`config.mk`:
```
export PLATFORM = sky130hd
export DESIGN_NAME = fm_stream_tx
export DESIGN_NICKNAME = d
export VERILOG_FILES = /design/src/rtl/fm_stream_tx.sv
export SDC_FILE = /design/constraint.sdc
export NUM_CORES = 1
export LEC_CHECK = 0
export ABC_AREA = 1
export CAP_MARGIN = 20
export CORE_AREA = 2 2 51 53
export DETAILED_ROUTE_END_ITERATION = 8
export DIE_AREA = 0 0 53 55
export GPL_TIMING_DRIVEN = 0
export PLACE_DENSITY = 0.71
export SYNTH_ARGS = -nofsm -noshare
export SYNTH_HDL_FRONTEND = slang
export SYNTH_SLANG_ARGS = --single-unit
```
`constraint.sdc`:
```
create_clock -name clk -period 1.6 [get_ports clk]
set_input_delay 0.24 -clock clk [delete_from_list [all_inputs] [get_ports clk]]
set_output_delay 0.24 -clock clk [all_outputs]
set_load 0.05 [all_outputs]
```
`src/rtl/fm_stream_tx.sv`:
```
// Feature-map stream transmitter: captures a flat FP16 frame and sends it one word per beat with channel/pixel tags.
// Optional macro FM_TX_RELU_EN clamps negative words (sign bit set) to zero on the output path.
module fm_stream_tx #(
  parameter int DATA_WIDTH = 16,
  parameter int K          = 1,
  parameter int H          = 1,
  parameter int W          = 1,
  localparam int N         = K * H * W,
  localparam int HW        = H * W,
  localparam int CW        = (K > 1) ? $clog2(K) : 1,
  localparam int PW        = (HW > 1) ? $clog2(HW) : 1
) (
  input  logic                      clk,
  input  logic                      reset,
  input  logic [N*DATA_WIDTH-1:0]   in_vec,
  input  logic                      in_valid,
  output logic                      in_ready,
  output logic [DATA_WIDTH-1:0]     out_data,
  output logic                      out_valid,
  input  logic                      out_ready,
  output logic                      out_last,
  output logic [CW-1:0]             out_ch,
  output logic [PW-1:0]             out_pix,
  output logic                      busy,
  output logic                      frame_done
);

  localparam int CNTW = (N > 1) ? $clog2(N) : 1;

  typedef enum logic {IDLE, SEND} state_t;

  state_t                  state_q, state_d;
  logic [CNTW-1:0]         cnt_q, cnt_d;
  logic [CW-1:0]           ch_q, ch_d;
  logic [PW-1:0]           pix_q, pix_d;
  logic                    done_q, done_d;
  logic [DATA_WIDTH-1:0]   buf_q [N];
  logic [DATA_WIDTH-1:0]   buf_d [N];
  logic [DATA_WIDTH-1:0]   word;
  logic                    is_last;

  function automatic logic [DATA_WIDTH-1:0] tx_word(input logic [DATA_WIDTH-1:0] w);
`ifdef FM_TX_RELU_EN
    return w[DATA_WIDTH-1] ? '0 : w;
`else
    return w;
`endif
  endfunction

  assign is_last = (cnt_q == CNTW'(N - 1));

  always_comb begin
    state_d = state_q;
    cnt_d   = cnt_q;
    ch_d    = ch_q;
    pix_d   = pix_q;
    done_d  = 1'b0;
    buf_d   = buf_q;
    word    = '0;
    for (int i = 0; i < N; i++) begin
      if (cnt_q == CNTW'(i)) word = buf_q[i];
    end
    case (state_q)
      IDLE: begin
        if (in_valid) begin
          for (int i = 0; i < N; i++) buf_d[i] = in_vec[i*DATA_WIDTH +: DATA_WIDTH];
          cnt_d   = '0;
          ch_d    = '0;
          pix_d   = '0;
          state_d = SEND;
        end
      end
      SEND: begin
        if (out_ready) begin
          if (is_last) begin
            // Counters return to zero so idle tags read 0.
            state_d = IDLE;
            cnt_d   = '0;
            ch_d    = '0;
            pix_d   = '0;
            done_d  = 1'b1;
          end else begin
            cnt_d = cnt_q + CNTW'(1);
            if (pix_q == PW'(HW - 1)) begin
              pix_d = '0;
              ch_d  = ch_q + CW'(1);
            end else begin
              pix_d = pix_q + PW'(1);
            end
          end
        end
      end
      default: state_d = IDLE;
    endcase
  end

  always_ff @(posedge clk) begin
    if (reset) begin
      state_q <= IDLE;
      cnt_q   <= '0;
      ch_q    <= '0;
      pix_q   <= '0;
      done_q  <= 1'b0;
    end else begin
      state_q <= state_d;
      cnt_q   <= cnt_d;
      ch_q    <= ch_d;
      pix_q   <= pix_d;
      done_q  <= done_d;
    end
  end

  // Frame buffer carries no reset; its contents are only visible while in SEND.
  always_ff @(posedge clk) begin
    buf_q <= buf_d;
  end

  assign in_ready   = (state_q == IDLE) && !reset;
  assign out_valid  = (state_q == SEND);
  assign out_last   = (state_q == SEND) && is_last;
  assign out_data   = (state_q == SEND) ? tx_word(word) : '0;
  assign out_ch     = ch_q;
  assign out_pix    = pix_q;
  assign busy       = (state_q == SEND);
  assign frame_done = done_q;

endmodule
```
# ---- Word-level counts from Yosys, hierarchy flattened
# Index checks and enable logic that the tools add are counted.
dict set report op_classes {
  n_addsub 3
  eq_ne 3
  n_mux 19
  bitwise_logic 3
  n_reduce_logical 7
}
# operator count
set ops {}
lappend ops {{2-to-1 mux 16 bit} 2}
lappend ops {{2-to-1 mux 1 bit} 13}
lappend ops {{case mux 1 bit (2 select lines)} 4}
lappend ops {{inequality test 2 bit (second input constant)} 2}
lappend ops {{AND reduction 2 bit} 2}
lappend ops {{adder 1 bit (second input constant)} 3}
lappend ops {{inequality test 3 bit (second input constant)} 1}
lappend ops {{inverter 1 bit} 3}
lappend ops {{AND reduction 3 bit} 1}
lappend ops {{OR reduction 3 bit} 1}
lappend ops {{logical AND 1 bit} 2}
lappend ops {{logical NOT 1 bit} 1}
dict set report word_totals {
  reg_bits 21
  inputBits 20
  out_inout_bits 23
  wordCells 41
}

# ---- Logic depth before layout (Yosys ltp)
dict set report logic_depth {
  ltp_word 5
  ltp_mapped 4
}

# ---- Least setup slack after synthesis
# Ideal clock, no wire load.
dict set report synth_path {
  path_kind {reg-to-reg}
  start {register state_q (netlist: busy)}
  end {register buf_q[0] (netlist bit), enable pin}
  setup_ns 0.389
  t_arrival_ns 1.467
  required_ns 1.211
  path_slack_ns -0.255
  path_stages_with_launch 3
  n_path_buf 1
  synth_period_minus_slack_ns 1.855
  path_cell_list {dfxtp_1 > buf_4 > nor2_1}
}
dict set report synth_via {
  elab_chain_len 2
}
# element line_no
set synth_lines {}
lappend synth_lines {{from (decl)} 32} ;# state_t state_q, state_d;
lappend synth_lines {{from (signal assigned)} 105} ;# state_q <= state_d;
lappend synth_lines {{inverter 1 bit} n/a}
lappend synth_lines {{AND reduction 2 bit (no source line)} n/a}
lappend synth_lines {{to (signal assigned)} 115} ;# buf_q <= buf_d;
lappend synth_lines {{to (decl)} 37} ;# logic [DATA_WIDTH-1:0] buf_q [N];
# No other way between the ends.
# A chain may end at the register's enable or synchronous reset.

# ---- Final worst setup path
dict set report layout_path {
  start {register state_q (netlist: busy)}
  end {output port out_data[12]}
}
dict set report layout_via {
  elab_chain_len 1
}
# element line_no
set layout_lines {}
lappend layout_lines {{2-to-1 mux 16 bit} 121} ;# assign out_data = (state_q == SEND) ? tx_word(word) : '0;
lappend layout_lines {{to (decl)} 18} ;# output logic [DATA_WIDTH-1:0] out_data,
# No other way between the ends.

==> results_dict.tcl <==
set metrics [dict create \
    top_usage_layer "met2" \
    cts_tree "built" \
    ys_ff_latch 18 \
    finalMaxSlewViolations 0 \
    die-width_um 53 \
    dp_hpwl_um 1028 \
    status "completed" \
    fmax_mhz 663.3 \
    grt_use_met3 0.01882 \
    power_density_nw_per_um2 916.4 \
    drv_cap 0 \
    synth_top_area_cell "edfxtp_1" \
    switching_share 0.2974 \
    place_congestion 0.6535 \
    critical_path.startpoint "busy" \
    grt_max_degree 17 \
    drc 0 \
    start_kind "flop" \
    cp.required_ns 1.36 \
    ys_warn_count 0 \
    drt_wl_total_um 1314 \
    timing.setup.critical_path_class "flop to primary output" \
    antenna_found_initial 0 \
    clkPwrFrac 0.203 \
    p_comb_frac 0.258 \
    num_rows 18 \
    path_max_fanout 10 \
    period_share 0.9423 \
    cts_hold_buf 0 \
    synth_seq_area_share 0.7111 \
    nets 132 \
    cts_buffer_depth 2 \
    cp_num_buf_inv 3 \
    period_minus_slack_ns 1.508 \
    fillers 238 \
    area_delta_synth_final_pct 52.82 \
    holdCritPathClass "input port to flop" \
    r2r-start "busy" \
    path_cells "buf_4 -> nand2_1 -> inv_1 -> buf_2" \
    ir_drop_mv 0.6059 \
    crit_arrival_ns 1.27 \
    synth_top_area_share 0.6564 \
    grt_pass1_vias 473 \
    clock-root-buffer "clkbuf_4" \
    synth_cells 66 \
    worstHoldStart "in_vec[9]" \
    synth.area.top_cells "edfxtp_1 66%, inv_1 9.2%, nand2_1 8.7%, dfxtp_1 5.5%, buf_4 5.1%" \
    routedWlPerCell_um 9.386 \
    hold_violations 0 \
    cts-htree-levels 1 \
    switching_power_uw 304.9 \
    clk_latency_ns 0.28 \
    slowest_delay_ns 0.42 \
    num_antenna_cells 0 \
    cts_num_sinks 18 \
    power.internal_uw 720.2 \
    cts_setup_buffers 0 \
    grt.overflow.total 0 \
    power.leakage_nw 0.5975 \
    viasPerCell 3.793 \
    rsz0062_at_grt "no" \
    die_area_sq_um 2915 \
    fp.dieH_um 55 \
    grt_pass1_wl_um 2021 \
    gr-usage-met2 0.1813 \
    initial_utilization 0.3095 \
    drtPass1Iterations 4 \
    grt_usage 0.1009 \
    cp_slowest_cell "dfxtp_1" \
    fin_area_sq_um 1119 \
    antenna_left 0 \
    cts.clk_slew.worst_paths_ns 0.09 \
    cts-resized-gates 71 \
    drt_iter0_markers 1 \
    avgSynthCellArea_sq_um 11.09 \
    numPortBuffers 40 \
    vias 531 \
    seq_power_share 0.539 \
    io_pins 43 \
    power_mw 1.025 \
    core-area_sq_um 2365 \
    end_kind "primary output" \
    layout-drive-gt1-share 0.2909 \
    critPathTopFamily "buffers and inverters" \
    dpl_cell_area_sq_um 1179 \
    numCtsBuffers 3 \
    use_met1 0.1051 \
    synth_cell_types 10 \
    setup-violations-final 0 \
    synth_area_sq_um 732.0 \
    skew_ns 0.003652 \
]
-- worst register-to-register path: stages, from the launching register on --
cell     delay [ns]
dfxtp_1        0.36
buf_4          0.19
nor2_4         0.39
-- layout make-up --
type | instances | area, sq um | area share
sequential | 18 | 520.5 | 0.4653
timing repair buffer | 40 | 312.8 | 0.2796
multi-input combinational | 25 | 108.9 | 0.09732
inverter | 18 | 67.56 | 0.06040
buffer | 6 | 48.80 | 0.04362
tap | 30 | 37.54 | 0.03356
clock buffer | 3 | 22.52 | 0.02013
-- sequential cells by signal (all words and copies together) (netlist names) --
signal / flops
busy: 1
buf_q: 16
frame_done: 1
-- cells by family after synthesis --
kind of cell           after synthesis  synth area share
flip-flops                          18            0.7111
AND/OR/NAND/NOR                     23            0.1248
other                                1          0.005123
buffers and inverters               24            0.1590
-- path summary, 6_finish.rpt --
| check | slack, ns | cells after the start | to |
|---|---|---|---|
| setup / recovery | 0.09 | 4 | out_data[12] |
| hold / removal | 0.51 | 1 | buf_q[9] |
| setup reg to reg | 0.31 | 2 | buf_q[4] |
| hold reg to reg | 0.63 | 3 | frame_done |
-- cells in the final DEF (no fill, tap or decap) --
cell / count
nor2_2: 2
dfxtp_1: 2
buf_6: 1
nand2_1: 17
nor2_4: 1
inv_1: 18
clkbuf_2: 2
dlygate4sd2_1: 2
nor2_1: 2
clkdlybuf4s50_1: 19
nand2_2: 1
edfxtp_1: 16
buf_2: 13
buf_4: 5
clkbuf_4: 7
conb_1: 2
-- per-layer routing --
layer / vias up / routed length, um
met5: - / 0
met2: 23 / 711
met4: 0 / 27
li1: 276 / -
met3: 2 / 121
met1: 230 / 455
-- Yosys cell counts --
| library cell | count |
|---|---|
| dfxtp_1 | 2 |
| nand2_2 | 1 |
| buf_6 | 1 |
| buf_4 | 5 |
| nor2_2 | 1 |
| edfxtp_1 | 16 |
| nor2_1 | 4 |
| nand2_1 | 17 |
| conb_1 | 1 |
| inv_1 | 18 |
-- power by group through the flow --
stage	logic [mW]	registers (mW)	clock network, mW
6_report	0.265	0.552	0.208
5_1_grt	0.283	0.556	0.239
4_1_cts	0.273	0.553	0.225
3_5_place_dp	0.292	0.564	0
3_3_place_gp	0.288	0.563	0
2_1_floorplan	0.166	0.572	0
-- per-stage QoR --
step	worst slack, ns	std cells	util	TNS (ns)	hold slack, ns
final	0.09239	140	0.4730	0	0.5087
after CTS	0.0003172	140	0.4937	0	0.4958
after global placement	-0.2214	137	0.4984	-4.076	0.6233
after floorplan	0.001870	67	-	0	0.3117
after detailed placement	-0.2318	137	0.4984	-4.932	0.6419
after global routing	0.002286	140	0.4730	0	0.4902
No activity file was read; power rests on OpenSTA's default activity.
==> edit: new RTL, same settings <==
Make the reset (`reset`) asynchronous in one clocked block.
--- a/src/rtl/fm_stream_tx.sv
+++ b/src/rtl/fm_stream_tx.sv
@@ -96,3 +96,3 @@
 
-  always_ff @(posedge clk) begin
+  always_ff @(posedge clk or posedge reset) begin
     if (reset) begin
Behaviour: differs if reset is asserted again (counterexample within 4 cycles, from zero or initial values and one cycle with reset high); with reset held inactive, the same outputs for 10 cycles.
==> edit against the original RTL <==
  * Routed wire length rose by 2.0%
  * Final cell count grew 1.4%
  * Area after synthesis up 1.0%
  * Final area grew 1.6%
  * Total power increased by 24%
  * Global-route usage is 0.24 points lower
  * Sequential cell count is the same
  * Setup slack better by 0.012 ns
  * Via count did not move
==> edit: results <==
{
  "outcome": "finished, final reports clean",
  "fin_skew_ns": 0.00220,
  "cp_slowest_cell": "dfrtp_1",
  "vias": 531,
  "largest_reg_flops": 16,
  "top_register": "buf_q",
  "drt_iter0_drc": 6,
  "diodes": 0,
  "hold_class": "in -> async",
  "clkLatencyLatePin_ns": 0.29,
  "period_share_pct": 93.5,
  "crit_fanout": 10,
  "dp_slack_ns": -0.203,
  "async_flop_share_pct": 11.1,
  "ys_ff_latch": 18,
  "finalSetupViolations": 0,
  "drive_gt1_share_pct": 29.5,
  "dp_hpwl_mm": 1.04,
  "synth_compound_area_share_pct": 0,
  "ys_top_cells_by_area": "edfxtp_1 65%, inv_1 10%, nand2_1 9.6%",
  "ff2ff_path_depth": 4,
  "vdd_drop_max_v": 0.000604,
  "wl_mm": 1.34,
  "antenna_found_initial": 0,
  "synth_mux_area_share_pct": 0,
  "final_nets": 133,
  "grt_use_total_pct": 9.85,
  "port_buffers": 40,
  "cp_slowest_stage_delay_ns": 0.43,
  "grt_max_degree": 17,
  "dr.pass1.iters": 4,
  "synth_xor_area_share_pct": 0,
  "routabilityCongestion": 0.564,
  "cts_buffer_depth": 2,
  "ys_seq_area_share_pct": 71.7,
  "synth_edf_count": 16,
  "grt_pass1_wl_mm": 1.94,
  "clk_pin_slew_ns": 0.10,
  "grt_pass1_vias": 478,
  "cts_buffers": 3,
  "yosysUniqueCellTypes": 9,
  "synthAdderAreaFrac_pct": 0,
  "synthTopCellsByCount": "20 x inv_1, 19 x nand2_1, 16 x edfxtp_1, 6 x buf_4, 2 x dfrtp_1",
  "yosysWarnings": 0,
  "htreeDepth": 1,
  "cts-root-buf": "clkbuf_4",
  "p_leak_nw": 0.608,
  "n_fill_cell": 233
}
edit: cell count changes after synthesis:
cell / before / now
nor2_1: 4 / 1
dfrtp_1: 0 / 2
dfxtp_1: 2 / 0
inv_1: 18 / 20
nand2_1: 17 / 19
buf_4: 5 / 6
buf_6: 1 / 0
inv_2: 0 / 1
nor2_2: 1 / 0
edit: routing by layer:
metal	vias to the layer above	share of wire [%]	track usage, %
met3	0	8.1	2.42
met5	-	0	0
met4	0	0	5.13
met2	23	58	20.2
met1	231	34	8.76
li1	277	-	-
edit: critical path: cells and delay by family (launching register included):
kind	cells	cell delay (ns)
simple gates	1	0.10
flops	1	0.43
buf+inv	2	0.45
edit: power breakdown:
part	switching, mW	internal [mW]	total (mW)
Clock	0.134	0.139	0.272
Sequential	0.0116	0.555	0.566
Combinational	0.310	0.126	0.436
edit: cells by family (layout without fill, tap and decap cells):
family                 after synthesis  in the layout
flip-flops                          18             18
buffers and inverters               27             71
other                                1              2
AND/OR/NAND/NOR                     21             21
edit: timing repair:
action	in CTS	in global routing
gates resized for setup	91	6
setup endpoints to repair	21	6
setup buffers	0	0
cloned	0	0
edit: worst paths after layout:
path,startpoint,to,slack [ns]
max,busy,in_ready,0.10
min,reset,busy,0.15
max reg2reg,busy,buf_q[14],0.24
min reg2reg,busy,frame_done,0.72
max in group asynchronous,reset,frame_done,1.35
min in group clk,out_ready,frame_done,0.50
edit: cell type report:
class                           instances  share of cell area (%)
Sequential cell                        18                    46.7
Clock buffer                            4                    3.19
Timing Repair Buffer                   40                    27.5
Buffer                                  6                    3.96
Tap cell                               30                    3.30
Inverter                               21                    7.27
Multi-Input combinational cell         23                    8.04
edit: through the flow:
step	setup TNS, ns	utilization, %	area, µm²	cells
6_report	0	48.0	1140	142
5_1_grt	0	48.0	1140	142
4_1_cts	0	48.0	1140	142
3_5_place_dp	-2.12	50.2	1190	138
3_3_place_gp	-1.94	50.2	1190	138
2_1_floorplan	0	-	749	68
